$ cat config.mk
export PLATFORM = sky130hd
export DESIGN_NAME = sram_b_stream_fifo
export DESIGN_NICKNAME = d
export VERILOG_FILES = /design/src/rtl/sram_b_fifo_pkg.sv /design/src/rtl/sram_b_fifo_obuf.sv /design/src/rtl/sram_b_stream_fifo.sv
export SDC_FILE = /design/constraint.sdc
export NUM_CORES = 1
export LEC_CHECK = 0
export BUFFER_PORTS_ARGS = -buffer_cell sky130_fd_sc_hd__buf_2
export CAP_MARGIN = 20
export CORE_MARGIN = 2
export CORE_UTILIZATION = 45
export DETAILED_ROUTE_END_ITERATION = 6
export MAX_ROUTING_LAYER = met4
export PLACE_DENSITY = 0.78
export SYNTH_ARGS = -nofsm -noshare
export SYNTH_HDL_FRONTEND = slang
export SYNTH_SLANG_ARGS = --single-unit
$ cat constraint.sdc
create_clock -name CLK -period 3 [get_ports CLK]
set_input_delay 0.3 -clock CLK [delete_from_list [all_inputs] [get_ports CLK]]
set_output_delay 0.3 -clock CLK [all_outputs]
set_load 0.005 [all_outputs]
$ cat src/rtl/sram_b_fifo_pkg.sv
// Shared constants and types for the sram_b stream FIFO controller.
// The SRAM geometry here matches the 64x8 1w:1r sram_b macro.
package sram_b_fifo_pkg;

  localparam int SRAM_B_AW    = 6;
  localparam int SRAM_B_DW    = 8;
  localparam int SRAM_B_DEPTH = 64;
  localparam int SRAM_B_OBD   = 2;

  typedef logic [SRAM_B_AW-1:0] sram_b_addr_t;
  typedef logic [SRAM_B_AW:0]   sram_b_cnt_t;

endpackage

$ cat src/rtl/sram_b_fifo_obuf.sv
// Two-entry flop FIFO that absorbs SRAM read data; entry 0 is always the head,
// so the head data comes straight from a flop.
module sram_b_fifo_obuf
  import sram_b_fifo_pkg::*;
#(
  parameter int DW = SRAM_B_DW
) (
  input  logic          CLK,
  input  logic          rst,
  input  logic          push,
  input  logic [DW-1:0] din,
  input  logic          pop,
  output logic [DW-1:0] head,
  output logic [1:0]    cnt
);

  logic [DW-1:0] ent0_r, ent1_r;
  logic [1:0]    cnt_r;
  logic [DW-1:0] ent0_nxt_s, ent1_nxt_s;
  logic [1:0]    cnt_nxt_s;

  // Next-state of the shift-style buffer; a pop with a push lands data behind the new head
  always_comb begin
    ent0_nxt_s = ent0_r;
    ent1_nxt_s = ent1_r;
    cnt_nxt_s  = cnt_r;
    case ({push, pop})
      2'b10: begin
        cnt_nxt_s = cnt_r + 2'd1;
        if (cnt_r == 2'd0) begin
          ent0_nxt_s = din;
        end else begin
          ent1_nxt_s = din;
        end
      end
      2'b01: begin
        cnt_nxt_s  = cnt_r - 2'd1;
        ent0_nxt_s = ent1_r;
      end
      2'b11: begin
        if (cnt_r == 2'd1) begin
          ent0_nxt_s = din;
        end else begin
          ent0_nxt_s = ent1_r;
          ent1_nxt_s = din;
        end
      end
      default: begin
        cnt_nxt_s = cnt_r;
      end
    endcase
  end

  // Buffer storage and occupancy registers
  always_ff @(posedge CLK or negedge rst) begin
    if (!rst) begin
      ent0_r <= {DW{1'b0}};
      ent1_r <= {DW{1'b0}};
      cnt_r  <= 2'd0;
    end else begin
      ent0_r <= ent0_nxt_s;
      ent1_r <= ent1_nxt_s;
      cnt_r  <= cnt_nxt_s;
    end
  end

  assign head = ent0_r;
  assign cnt  = cnt_r;

endmodule

$ cat src/rtl/sram_b_stream_fifo.sv
// Valid/ready stream FIFO built on one 64x8 1w:1r SRAM plus a 2-entry output buffer
// that hides the 1-cycle SRAM read latency; total capacity 66 words.
module sram_b_stream_fifo
  import sram_b_fifo_pkg::*;
#(
  parameter int AW  = SRAM_B_AW,
  parameter int DW  = SRAM_B_DW,
  parameter int OBD = SRAM_B_OBD
) (
  input  logic          CLK,
  input  logic          rst,
  input  logic          in_valid,
  output logic          in_ready,
  input  logic [DW-1:0] in_data,
  output logic          out_valid,
  input  logic          out_ready,
  output logic [DW-1:0] out_data,
  output logic [AW:0]   count,
  output logic          CE0,
  output logic [AW-1:0] A0,
  output logic [DW-1:0] D0,
  output logic          WE0,
  output logic [DW-1:0] WEM0,
  output logic          CE1,
  output logic [AW-1:0] A1,
  input  logic [DW-1:0] Q1
);

  localparam logic [AW:0]   SCNT_FULL = {1'b1, {AW{1'b0}}};
  localparam logic [AW:0]   CNT_ONE   = {{AW{1'b0}}, 1'b1};
  localparam logic [AW-1:0] PTR_ONE   = {{(AW-1){1'b0}}, 1'b1};

  logic [AW-1:0] wr_ptr_r, rd_ptr_r;
  logic [AW:0]   scnt_r, count_r;
  logic          inflight_r;

  logic          push_s, pop_s, issue_s;
  logic [1:0]    ob_cnt_s;
  logic [DW-1:0] ob_head_s;
  logic [2:0]    ob_need_s, ob_lim_s;
  logic [AW:0]   scnt_nxt_s, count_nxt_s;

  assign in_ready  = (scnt_r != SCNT_FULL);
  assign out_valid = (ob_cnt_s != 2'd0);
  assign out_data  = ob_head_s;
  assign push_s    = in_valid & in_ready;
  assign pop_s     = out_valid & out_ready;

  // A read may issue only if the word it returns is guaranteed a buffer slot
  assign ob_need_s = {1'b0, ob_cnt_s} + {2'b00, inflight_r};
  assign ob_lim_s  = 3'(OBD) + {2'b00, pop_s};
  assign issue_s   = (scnt_r != {(AW+1){1'b0}}) & (ob_need_s < ob_lim_s);

  assign CE0  = push_s;
  assign WE0  = push_s;
  assign A0   = wr_ptr_r;
  assign D0   = in_data;
  assign WEM0 = {DW{push_s}};
  assign CE1  = issue_s;
  assign A1   = rd_ptr_r;
  assign count = count_r;

  // SRAM occupancy and total occupancy updates
  always_comb begin
    scnt_nxt_s  = scnt_r;
    count_nxt_s = count_r;
    case ({push_s, issue_s})
      2'b10:   scnt_nxt_s = scnt_r + CNT_ONE;
      2'b01:   scnt_nxt_s = scnt_r - CNT_ONE;
      default: scnt_nxt_s = scnt_r;
    endcase
    case ({push_s, pop_s})
      2'b10:   count_nxt_s = count_r + CNT_ONE;
      2'b01:   count_nxt_s = count_r - CNT_ONE;
      default: count_nxt_s = count_r;
    endcase
  end

  // Pointers wrap naturally; scnt alone tells full from empty
  always_ff @(posedge CLK or negedge rst) begin
    if (!rst) begin
      wr_ptr_r   <= {AW{1'b0}};
      rd_ptr_r   <= {AW{1'b0}};
      scnt_r     <= {(AW+1){1'b0}};
      count_r    <= {(AW+1){1'b0}};
      inflight_r <= 1'b0;
    end else begin
      wr_ptr_r   <= push_s ? (wr_ptr_r + PTR_ONE) : wr_ptr_r;
      rd_ptr_r   <= issue_s ? (rd_ptr_r + PTR_ONE) : rd_ptr_r;
      scnt_r     <= scnt_nxt_s;
      count_r    <= count_nxt_s;
      inflight_r <= issue_s;
    end
  end

  sram_b_fifo_obuf #(.DW(DW)) u_obuf (
    .CLK  (CLK),
    .rst  (rst),
    .push (inflight_r),
    .din  (Q1),
    .pop  (pop_s),
    .head (ob_head_s),
    .cnt  (ob_cnt_s)
  );

endmodule

### After elaboration in Yosys (flattened, before gate mapping)

Index checks and enable logic that the tools add are counted.

| storage, ports and cells | value |
|---|---|
| bits in registers | 45 |
| bits in latches | 0 |
| memory bits (writable) | 0 |
| bits in read-only memories | 0 |
| input port bits | 20 |
| output and inout bits | 48 |
| word-level logic and storage cells | 53 |
| memories kept | 0 |

| operators by class | value |
|---|---|
| add/subtract/negate cells | 10 |
| multipliers | 0 |
| divide/modulo/power cells | 0 |
| $lt $le $gt $ge | 1 |
| equality and inequality tests | 12 |
| shifts and indexed selects | 0 |
| multiplexer cells | 9 |
| bitwise logic cells | 3 |
| reductions and logical operators | 10 |

Operators by type and width:

| cell | number |
|---|---|
| 2-to-1 mux 8 bit | 4 |
| case mux 7 bit (2 select lines) | 2 |
| case mux 8 bit (3 select lines) | 1 |
| case mux 8 bit (2 select lines) | 1 |
| adder 7 x 1 -> 7 bit, second input constant | 2 |
| subtractor 7 x 1 -> 7 bit, second input constant | 2 |
| adder 6 x 1 -> 6 bit, second input constant | 2 |
| nonzero test 2 bit | 5 |
| == test 2 x 1 -> 1 bit, second input constant | 4 |
| == test 2 bit, second input constant | 4 |
| inequality test 7 bit, second input constant | 1 |
| nonzero test 7 bit | 1 |
| inequality test 2 bit, second input constant | 2 |
| case mux 2 bit (2 select lines) | 1 |
| adder 2 x 1 -> 3 bit | 1 |
| adder 2 x 1 -> 3 bit, first input constant | 1 |
| bitwise AND 1 bit | 3 |
| less-than comparator 3 bit | 1 |
| AND reduction 3 bit | 1 |
| nonzero test 3 bit | 1 |
| adder 2 x 1 -> 2 bit, second input constant | 1 |
| logical NOT 2 bit | 1 |
| inequality test 2 x 1 -> 1 bit, second input constant | 1 |
| AND reduction 2 bit | 1 |
| subtractor 2 x 1 -> 2 bit, second input constant | 1 |

### Depth between registers and ports, before layout

Gate-level depths: netlist (run 1).

| depth | value |
|---|---|
| depth after elaboration | 7 |
| gate-level depth with buffers | 15 |
| mapped depth without buffers | 15 |

### Cells and area by module

A second synthesis (run 1) with hierarchy kept.

| second synthesis, totals | value |
|---|---|
| cell total of the unflattened synthesis | 270 |
| area total of the unflattened synthesis | 2808.9 um2 |

Modules (own cells, without submodules):

| module | instances | cells each | area an instance (um2) | sequential area each (um2) |
|---|---|---|---|---|
| sram_b_stream_fifo | 1 | 186 | 1850.5 | 675.6 |
| sram_b_fifo_obuf | 1 | 84 | 958.4 | 450.4 |

### Worst setup path before layout (run 1)

OpenSTA, ideal clock, no wires.

| timing path | value |
|---|---|
| path kind | flip-flop to flip-flop |
| start point | reg scnt_r[0] |
| end point | reg scnt_r[5] |
| library setup time | 0.116 ns |
| arrival time | 3.171 ns |
| required time | 2.884 ns |
| path slack | -0.287 ns |
| cell stages (with the launch flop) | 11 |
| path buffers | 0 |
| clock period less this slack | 3.287 ns |
| cells stage by stage | dfrtp_1 -> or4_4 -> or4_4 -> nand2_4 -> inv_1 -> ha_1 -> ha_1 -> a211oi_1 -> nor2_1 -> or4b_2 -> o311ai_0 |

| between the ends | value |
|---|---|
| cells in the longest elaborated chain, start to end | 4 |
| elaborated cells on any way between the ends | 10 |
| those cells by class | add/sub (2); eq/ne (3); mux (1); bitwise (2); reduce/logical (2) |

Ends and longest elaborated chain:

| item | RTL line | RTL |
|---|---|---|
| start, declared | sram_b_stream_fifo.sv:34 | `logic [AW:0] scnt_r, count_r;` |
| start signal, assigned | sram_b_stream_fifo.sv:84 | `scnt_r <= {(AW+1){1'b0}};` |
| start signal, assigned | sram_b_stream_fifo.sv:90 | `scnt_r <= scnt_nxt_s;` |
| nonzero test 7 bit * | sram_b_stream_fifo.sv:52 | `assign issue_s = (scnt_r != {(AW+1){1'b0}}) & (ob_need_s < ob_lim_s);` |
| bitwise AND 1 bit * | sram_b_stream_fifo.sv:52 |  |
| named net CE1 | sram_b_stream_fifo.sv:24 | `output logic CE1,` |
| == test 2 x 1 -> 1 bit or == test 2 bit (tied branches) | sram_b_stream_fifo.sv:67 | `case ({push_s, issue_s})` |
| case mux 7 bit (2 select lines) or nonzero test 2 bit (tied branches) | n/a |  |

The timed path passes the listed nets; every way through them passes the cells marked *.
A chain may end at the register's enable or synchronous reset.

### Worst setup path after layout (run 1)

| timing path | value |
|---|---|
| start point | reg scnt_r[1] |
| end point | reg scnt_r[5] |

| between the ends | value |
|---|---|
| cells in the longest elaborated chain, start to end | 4 |
| elaborated cells on any way between the ends | 10 |
| those cells by class | add/sub (2); eq/ne (3); mux (1); bitwise (2); reduce/logical (2) |

Ends and longest elaborated chain:

| item |
|---|
| parallel branches: the longest is 4 deep, another holds subtractor 7 x 1 -> 7 bit |

Several ways; the timed one is not identified.

==> results of run 1 <==
==> layer usage <==
metal	vias to the layer above	share of wire, %	track usage (%)
li1	1040	-	-
met1	989	43	19.3
met2	44	51	30.7
met3	7	3.9	3.89
met4	0	1.5	6.61
met5	-	0	-
==> Yosys cell counts, drive strengths merged, types with 4 or more instances <==
cell    count  area share [%]
dfrtp      45              42
nand2      23             3.5
ha         21             9.8
o21ai      21             3.9
inv        19             2.6
buf        17             4.7
xnor2      14             4.6
mux2        9             3.9
a22oi       8             2.2
nor2        7            0.98
nor2b       6             1.4
a21oi       5            0.93
or4         5             1.7
a211oi      4             1.1
clkbuf      4            0.56
nand3       4            0.74
==> cell type report <==
type                            instances  area, sq um  area share (%)
Multi-Input combinational cell        174         1520            44.1
Tap cell                               75         93.8            2.73
Sequential cell                        45         1130            32.8
Clock buffer                            5         68.8            2.01
Inverter                               19         73.8            2.15
Timing Repair Buffer                   79          488            14.2
Clock inverter                          3         65.1            1.90
==> worst max path at each step <==
stage,end,slack [ns],start,cells past startpoint
2_1_floorplan,scnt_r[6],-0.12,scnt_r[2],10
3_5_place_dp,scnt_r[6],-0.11,scnt_r[2],11
4_1_cts,scnt_r[6],0.01,scnt_r[3],10
6_report,scnt_r[5],0.006,scnt_r[1],11
5_1_grt,scnt_r[6],-0.1,scnt_r[1],11
3_3_place_gp,scnt_r[6],-0.006,scnt_r[2],10
==> what timing repair did <==
item                                   CTS  global route
hold buffers                             0             1
pin swaps                                2             9
buffers inserted                         0             5
setup endpoints to repair                3             4
endpoints found under the hold margin    0            16
gates resized for setup                  2            18
==> cells by family after synthesis <==
logic type	after synthesis
and+or+nand+nor	65
DFF	45
AOI/OAI and AO/OA	58
muxes	12
adders and majority gates	23
buffers and inverters	40
xor gates and xnor gates	16
==> flip-flops by register name, summed over array words and instances (netlist names) <==
name and cells:
u_obuf.head 8, scnt_r 7, u_obuf.cnt 2, inflight_r 1, u_obuf.ent1_r 8, count 7, A1 6, A0 6
==> power by group <==
part | internal (mW) | switching (mW)
Sequential | 0.942 | 0.269
Combinational | 1.51 | 1.30
Clock | 0.331 | 0.211
==> stage by stage <==
step / util [%] / power (mW) / hold WS, ns / std cells
2_1_floorplan: - / 2.99 / 0.00441 / 259
5_1_grt: 58.7 / 4.98 / 0.242 / 400
6_report: 58.7 / 4.56 / 0.247 / 400
3_3_place_gp: 53.8 / 3.74 / 0.457 / 385
3_5_place_dp: 53.8 / 3.85 / 0.465 / 385
4_1_cts: 56.2 / 4.41 / 0.204 / 393
==> impl_metrics.tcl, run 1 <==
set metrics [dict create \
    final_cell_area_sq_um 3430 \
    syn_area_sq_um 2690 \
    min_path_cells 2 \
    synth_xor_area_share_pct 5.20 \
    clkTransAtPathRegs_ns 0.09 \
    synth_cells 259 \
    grt_pass1_wl_um 8650 \
    area_growth_pct 27.5 \
    fill_cells 480 \
    slew_headroom_pct 63.6 \
    path_buf_inv 2 \
    critPathKind "reg2reg" \
    slowest_stage "or4_4" \
    crit_chain "or4_4 > or4_4 > nand2_4 > inv_4 > ha_4 > buf_4 > ha_4 > a211oi_2 > nor2_1 > or4b_4 > o311ai_2" \
    gp_congestion 0.810 \
    rsz0062_at_grt "yes" \
    leakage_nw 1.60 \
    die_x_um 81.4 \
    synthAdderAreaFrac_pct 11.2 \
    n_antenna_cell 0 \
    track_usage_pct 17.5 \
    first_pass_iters 4 \
    finalCritPeriodShare_pct 99.8 \
    die_height_um 81.4 \
    synth_flop_cell "dfrtp_1" \
    die-area_sq_um 6620 \
    place_area_sq_um 3150 \
    yosys_warnings 0 \
    dp_slack_ns -0.106 \
    synth-seq-cells 45 \
    grt_max_degree 46 \
    grt_pass1_vias 1989 \
    outcome "finished, final reports clean" \
    worstMarginPinSlew_ns 0.543 \
    io_pins 68 \
    fmax_mhz 334 \
    startpoint_type "flip-flop" \
    final_max_slew_viol_count 0 \
    routedWlPerCell_um 13.7 \
    whs_endpoint "u_obuf.ent1_r[4]" \
    final_common_cell "buf_2" \
    p_per_area_nw_per_um2 1330 \
    drt_iter0_drc 53 \
    r2r_slack_ns 0.006 \
    ant_nets 0 \
    skew_ns 0.00807 \
    r2r-start "scnt_r[1]" \
    hp-start "Q1[4]" \
    wirelength_um 5470 \
    finalSetupViolCount 0 \
    peakVddDrop_mv 0.555 \
    timing.rr.end "scnt_r[5]" \
    cp.arrival_ns 3.20 \
    synth-simple-area-share_pct 13.5 \
    syn_avg_cell_area_sq_um 10.4 \
    synth_compound_area_share_pct 15.2 \
    initial_utilization_pct 46.0 \
    ys_seq_area_share_pct 41.8 \
    fp.coreArea_sq_um 5850 \
    tns_ns 0 \
    cts_root_buffer "clkbuf_8" \
    cts_sinks 45 \
    viasPerCell 5.20 \
    cp_max_fo 7 \
    htree_levels 2 \
    cts_tree "built" \
    hold_violations 0 \
    max_cap_violations 0 \
    synth_fp_nets 302 \
    end_kind "flip-flop" \
    layout-drive-gt1-share_pct 39.4 \
    routed-via-count 2080 \
    grt_remaining_overflow 0 \
    crit_path_max_incr_delay_ns 0.56 \
    port_buffers 51 \
    synth_edf_count 0 \
    antenna_found_initial 0 \
    critPathTopFamily "simple AND/OR/NAND/NOR gates" \
    synthArstFlopShare_pct 100 \
    reg2regPathDepth 11 \
    fin_crit_ns 2.99 \
    critPathRequiredTime_ns 3.21 \
    synth.distinct_cells 46 \
    clock_path_buffers 2 \
    layout_common_cells "51 x buf_2, 44 x dfrtp_1, 24 x buf_4" \
    insertion_delay_ns 0.30 \
    num-nets-final 367 \
    synth_mux_area_share_pct 5.02 \
    cts_buffers 5 \
    fin_ws_ns 0.00604 \
    hpwl_um 4030 \
    min_path_type "in2reg" \
    rows 28 \
    synth_top_family_by_area "compound AO/OA/AOI/OAI gates" \
    drc 0 \
]
Power figures use the tool's default switching activity.
==> inputs of run 2 (changes only) <==
ABC_AREA = 1   (was default)
PLACE_DENSITY = 0.77   (was 0.78)
==> run 2 against run 1 <==
Synthesized cell count grew 44%. Die area grew 7.8%. Register-to-register slack gained 0.40 ns. Final area shrank 5.4%. First-iteration DRC count grew 130%. Final cell count grew 23%. Fmax grew 16%. Wire length grew 1.0%. Worst hold slack gained 0.0015 ns. Core utilization shrank 7.3 points. Global-route usage shrank 0.53 points. Critical endpoint is now scnt_r[6]. Highest routed layer unchanged.
==> impl_metrics.tcl, run 2 <==
set metrics [dict create \
    outcome "finished, final reports clean" \
    cts_root_buffer "clkbuf_8" \
    fin_crit_ns 2.59 \
    slew_headroom_pct 45.2 \
    grt_max_degree 46 \
    fmax_mhz 386 \
    layout-drive-gt1-share_pct 22.2 \
    finalSetupViolCount 0 \
    synth-seq-cells 45 \
    die_x_um 84.5 \
    crit_path_max_incr_delay_ns 0.42 \
    synth_flop_cell "dfrtp_1" \
    rsz0062_at_grt "no" \
    fp.coreArea_sq_um 6310 \
    grt_remaining_overflow 0 \
    leakage_nw 1.84 \
    finalCritPeriodShare_pct 86.3 \
    die_height_um 84.5 \
    cp_common_cell "nand2_1" \
    drc 0 \
    synth_top_area_cell "dfrtp_1" \
    synthMostInstantiatedCell "nand2_1" \
    yosys-top-cells-area "dfrtp_1 39%, nand2_1 16%, ha_1 9.0%, inv_1 7.0%, buf_4 4.4%" \
    gp_congestion 0.887 \
    hpwl_um 4130 \
    final_max_slew_viol_count 0 \
    antenna_found_initial 0 \
    startpoint_type "flip-flop" \
    worstMarginPinSlew_ns 0.822 \
    htree_levels 2 \
    ant_nets 0 \
    cts_sinks 45 \
    critPathTopFamily "adder cells" \
    n_antenna_cell 0 \
    layout_common_cells "125 x nand2_1, 54 x inv_1, 51 x buf_2" \
    synth_edf_count 0 \
    synth_top_cells_by_count "125 x nand2_1, 54 x inv_1, 45 x dfrtp_1" \
    track_usage_pct 17.0 \
    min_path_type "in2reg" \
    insertion_delay_ns 0.31 \
    crit_chain "inv_1 > ha_1 > inv_2 > nand2_4 > o21ai_2 > nand2_1 > nor2_4 > ha_1 > inv_1 > fa_1 > inv_1 > nand2_1 > nand2_1 > nand3_1 > nand3_1 > nand3_1 > nand2_1" \
    fin_hold_ws_ns 0.249 \
    syn_avg_cell_area_sq_um 7.83 \
    critPathRequiredTime_ns 3.25 \
    synth_top_area_share_pct 38.6 \
    first_pass_iters 4 \
    cts_resized 0 \
    clock_path_buffers 2 \
    routed-via-count 2331 \
    synth_cells 372 \
    num-nets-final 456 \
    skew_ns 0.0101 \
    die-area_sq_um 7140 \
    drt_iter0_drc 121 \
    p_per_area_nw_per_um2 1210 \
    synthArstFlopShare_pct 100 \
    r2r_slack_ns 0.41 \
    io_pins 68 \
    grt_pass1_vias 2291 \
    dp_slack_ns 0.433 \
    initial_utilization_pct 46.2 \
    peakVddDrop_mv 0.566 \
    end_kind "flip-flop" \
    cp_max_fo 9 \
    path_buf_inv 4 \
    max_cap_violations 0 \
    utilization_pct 51.4 \
    fill_cells 614 \
    critPathKind "reg2reg" \
    routedWlPerCell_um 11.3 \
    cts_buffers 5 \
    final_common_cell "nand2_1" \
    grt_pass1_wl_um 9650 \
    viasPerCell 4.75 \
    synth_fp_nets 415 \
    tns_ns 0 \
    area_growth_pct 11.4 \
    hold_violations 0 \
    wirelength_um 5530 \
    clkTransAtPathRegs_ns 0.09 \
    yosys_warnings 0 \
    port_buffers 51 \
    cts_tree "built" \
    fin_ws_ns 0.410 \
    slowest_stage "dfrtp_1" \
    synth.distinct_cells 27 \
    cp.arrival_ns 2.84 \
    rows 29 \
    syn_area_sq_um 2910 \
    ys_seq_area_share_pct 38.6 \
]
run 2: cell count changes after synthesis, sizes merged, moves of 4 or more:
cell / change
a22oi: -8
nand2: +110
nand3: +20
a21oi: +4
nor2: +7
inv: +40
or4: -5
o22ai: +9
mux2: -9
a211oi: -4
nor2b: -6
run 2: per-stage QoR:
step / cell area (sq um) / power (mW) / cells
detailed placement: 3130 / 3.55 / 481
CTS: 3220 / 3.95 / 489
global placement: 3130 / 3.45 / 481
global route: 3250 / 4.38 / 491
floorplan: 2910 / 2.97 / 372
finish: 3250 / 3.93 / 491
run 2: timing repair:
action	CTS	global route
buffers inserted	0	0
hold endpoints to repair	0	17
hold buffers	0	1
run 2: per-layer routing:
| metal | vias up | track usage, % | part of all wire (%) |
|---|---|---|---|
| li1 | 1223 | - | - |
| met1 | 1050 | 19.5 | 46 |
| met2 | 49 | 29.2 | 47 |
| met3 | 9 | 4.23 | 5.3 |
| met4 | 0 | 5.48 | 1.4 |
| met5 | - | - | 0 |
run 2: area by class of cell:
| class | instances | area [sq um] | share of cell area, % |
|---|---|---|---|
| Clock buffer | 5 | 68.8 | 2.12 |
| Clock inverter | 3 | 21.3 | 0.655 |
| Timing Repair Buffer | 54 | 293 | 9.02 |
| Inverter | 59 | 224 | 6.90 |
| Tap cell | 77 | 96.3 | 2.97 |
| Multi-Input combinational cell | 248 | 1420 | 43.6 |
| Sequential cell | 45 | 1130 | 34.7 |
run 2: worst register-to-register path, stage by stage (launching register included):
cell     delay, ns
dfrtp_1       0.42
inv_1         0.07
ha_1          0.23
inv_2         0.10
nand2_4       0.07
o21ai_2       0.13
nand2_1       0.10
nor2_4        0.19
ha_1          0.26
inv_1         0.07
fa_1          0.37
inv_1         0.08
nand2_1       0.06
nand2_1       0.10
nand3_1       0.07
nand3_1       0.07
nand3_1       0.07
nand2_1       0.06
run 2: final timing paths:
path,from,to,depth (start not counted)
min,Q1[3],u_obuf.ent1_r[3],3
max reg2reg,u_obuf.cnt[0],scnt_r[6],17
max in group asynchronous,rst,scnt_r[6],3
min reg2reg,u_obuf.head[7],u_obuf.head[7],2
min in group asynchronous,rst,count[0],2
max,u_obuf.cnt[0],scnt_r[6],17
run 2: power by group:
| part | internal, mW | switching (mW) | total [mW] |
|---|---|---|---|
| Combinational | 0.945 | 1.44 | 2.38 |
| Sequential | 0.917 | 0.236 | 1.15 |
| Clock | 0.165 | 0.225 | 0.391 |
run 2: kinds of logic after synthesis:
kind of cell	Yosys count	share of synthesized area, %
simple gates	172	24.9
buf+inv	79	12.8
flops	45	38.6
compound gates	38	8.59
fa+ha+maj	23	10.4
xor+xnor	15	4.77
==> inputs of run 3 (changes only) <==
REMOVE_ABC_BUFFERS = 1   (was default)
==> run 3 against run 2 <==
Die area did not move. Final cell count fell by 0.20%. Clock skew fell by 0.0025 ns. Highest routed layer unchanged. Worst hold slack improved by 0.015 ns. Final area rose by 0.42%. Count of clock-buffer cells in the layout rose by 1. Worst setup slack got worse by 0.13 ns. Core utilization rose by 0.22 points. Via count rose by 0.51%.
==> impl_metrics.tcl, run 3 (synthesized netlist as in run 2, its figures left out) <==
set metrics [dict create \
    outcome "finished, final reports clean" \
    critPathRequiredTime_ns 3.24 \
    crit_chain "ha_1 > ha_1 > o21ai_2 > nand2_1 > nor2_4 > ha_1 > inv_1 > fa_1 > inv_1 > nand2_1 > nand2_1 > nand3_1 > nand3_1 > nand3_1 > nand2_1" \
    rsz0062_at_grt "no" \
    grt_pass1_wl_um 9680 \
    skew_ns 0.00755 \
    grt_pass1_vias 2242 \
    slowest_stage "dfrtp_1" \
    cp_max_fo 9 \
    cp_common_cell "nand2_1" \
    viasPerCell 4.78 \
    end_kind "flip-flop" \
    clock_path_buffers 2 \
    tns_ns 0 \
    crit_path_max_incr_delay_ns 0.44 \
    holdBufCountCts 0 \
    routedWlPerCell_um 11.2 \
    layout-drive-gt1-share_pct 21.8 \
    fill_cells 599 \
    final_common_cell "nand2_1" \
    postCtsSetupBuffers 0 \
    ant_nets 0 \
    leakage_nw 1.85 \
    slew_headroom_pct 44.2 \
    min_path_type "in2reg" \
    hold_violations 0 \
    n_antenna_cell 0 \
    cp.arrival_ns 2.97 \
    die_height_um 84.5 \
    htree_levels 2 \
    fp.coreArea_sq_um 6310 \
    die-area_sq_um 7140 \
    antenna_found_initial 0 \
    insertion_delay_ns 0.30 \
    first_pass_iters 4 \
    fmax_mhz 367 \
    cts_tree "built" \
    startpoint_type "flip-flop" \
    multi_input_area_sq_um 1420 \
    p_total_mw 3.97 \
    path_buf_inv 2 \
    layout.area.seq_sq_um 1130 \
    peakVddDrop_mv 0.634 \
    clkTransAtPathRegs_ns 0.09 \
    finalCritPeriodShare_pct 90.8 \
    cts_sinks 45 \
    io_pins 68 \
    critPathKind "reg2reg" \
    gp_congestion 0.902 \
    grt_remaining_overflow 0 \
    post-place-cells 480 \
    port_buffers 51 \
    critPathTopFamily "adder cells" \
    max_cap_violations 0 \
    p_per_area_nw_per_um2 1220 \
    final_cell_count_no_fill 490 \
    wirelength_um 5490 \
    num-nets-final 455 \
    fin_crit_ns 2.73 \
    drt_iter0_drc 74 \
    cts_root_buffer "clkbuf_8" \
    track_usage_pct 16.6 \
    rows 29 \
    cts_buffers 5 \
    drc 0 \
    worstMarginPinSlew_ns 0.837 \
    layout_common_cells "125 x nand2_1, 54 x inv_1, 51 x buf_2" \
    die_x_um 84.5 \
    cts_resized 0 \
    final_max_slew_viol_count 0 \
    area_growth_pct 11.9 \
    initial_utilization_pct 46.2 \
    routed-via-count 2343 \
    grt_max_degree 46 \
    hpwl_um 4080 \
    finalSetupViolCount 0 \
]
==> run 3: changes by cell type in the layout (fill, tap and decap cells not counted), sizes merged <==
cell,change
clkinvlp,-1
clkbuf,+1
buf,-1
inv,-1
bufinv,+1
==> run 3: where the power goes <==
| group | internal [mW] | switching, mW |
|---|---|---|
| sequential | 0.917 | 0.244 |
| clock | 0.250 | 0.207 |
| combinational | 0.929 | 1.42 |
==> run 3: cell type report <==
class                   count  share of cell area, %
multi-input cells         248                   43.5
clock inverters             2                   1.19
repair buffers             53                   8.75
inverters                  59                   6.87
flip-flops and latches     45                   34.5
well taps                  77                   2.96
clock buffers               6                   2.23
==> run 3: path summary, 6_finish.rpt <==
| check | from | end | slack (ns) | cells past startpoint |
|---|---|---|---|---|
| setup / recovery | inflight_r | scnt_r[6] | 0.28 | 15 |
| hold / removal | Q1[6] | u_obuf.ent1_r[6] | 0.26 | 3 |
| setup reg to reg | inflight_r | scnt_r[6] | 0.28 | 15 |
| hold reg to reg | u_obuf.head[5] | u_obuf.head[5] | 0.48 | 2 |
| max in group asynchronous | rst | inflight_r | 2.12 | 3 |
| min in group asynchronous | rst | count[3] | 0.40 | 2 |
==> run 3: through the flow <==
step           area [sq um]  utilization (%)  setup WS [ns]  hold slack, ns
2_1_floorplan          2770                -          0.536         0.00441
3_3_place_gp           3120             49.4          0.419           0.459
3_5_place_dp           3120             49.4          0.288           0.461
4_1_cts                3230             51.1          0.282           0.203
5_1_grt                3260             51.6         0.0366           0.260
6_report               3260             51.6          0.275           0.263
==> run 3: worst register-to-register path, cell delays in order, from the launching register on <==
cell	delay (ns)
dfrtp_1	0.44
ha_1	0.22
ha_1	0.28
o21ai_2	0.07
nand2_1	0.10
nor2_4	0.19
ha_1	0.35
inv_1	0.09
fa_1	0.38
inv_1	0.08
nand2_1	0.07
nand2_1	0.11
nand3_1	0.08
nand3_1	0.07
nand3_1	0.07
nand2_1	0.07
==> run 3: metal layers <==
metal  routed length [um]  vias up  share of wire [%]  GRT usage (%)
li1                     -     1221                  -              -
met1                 2640     1067                 48           21.9
met2                 2560       48                 47           26.5
met3                  243        7                4.4           3.83
met4                   44        0               0.80           3.46
met5                    0        -                  0              -
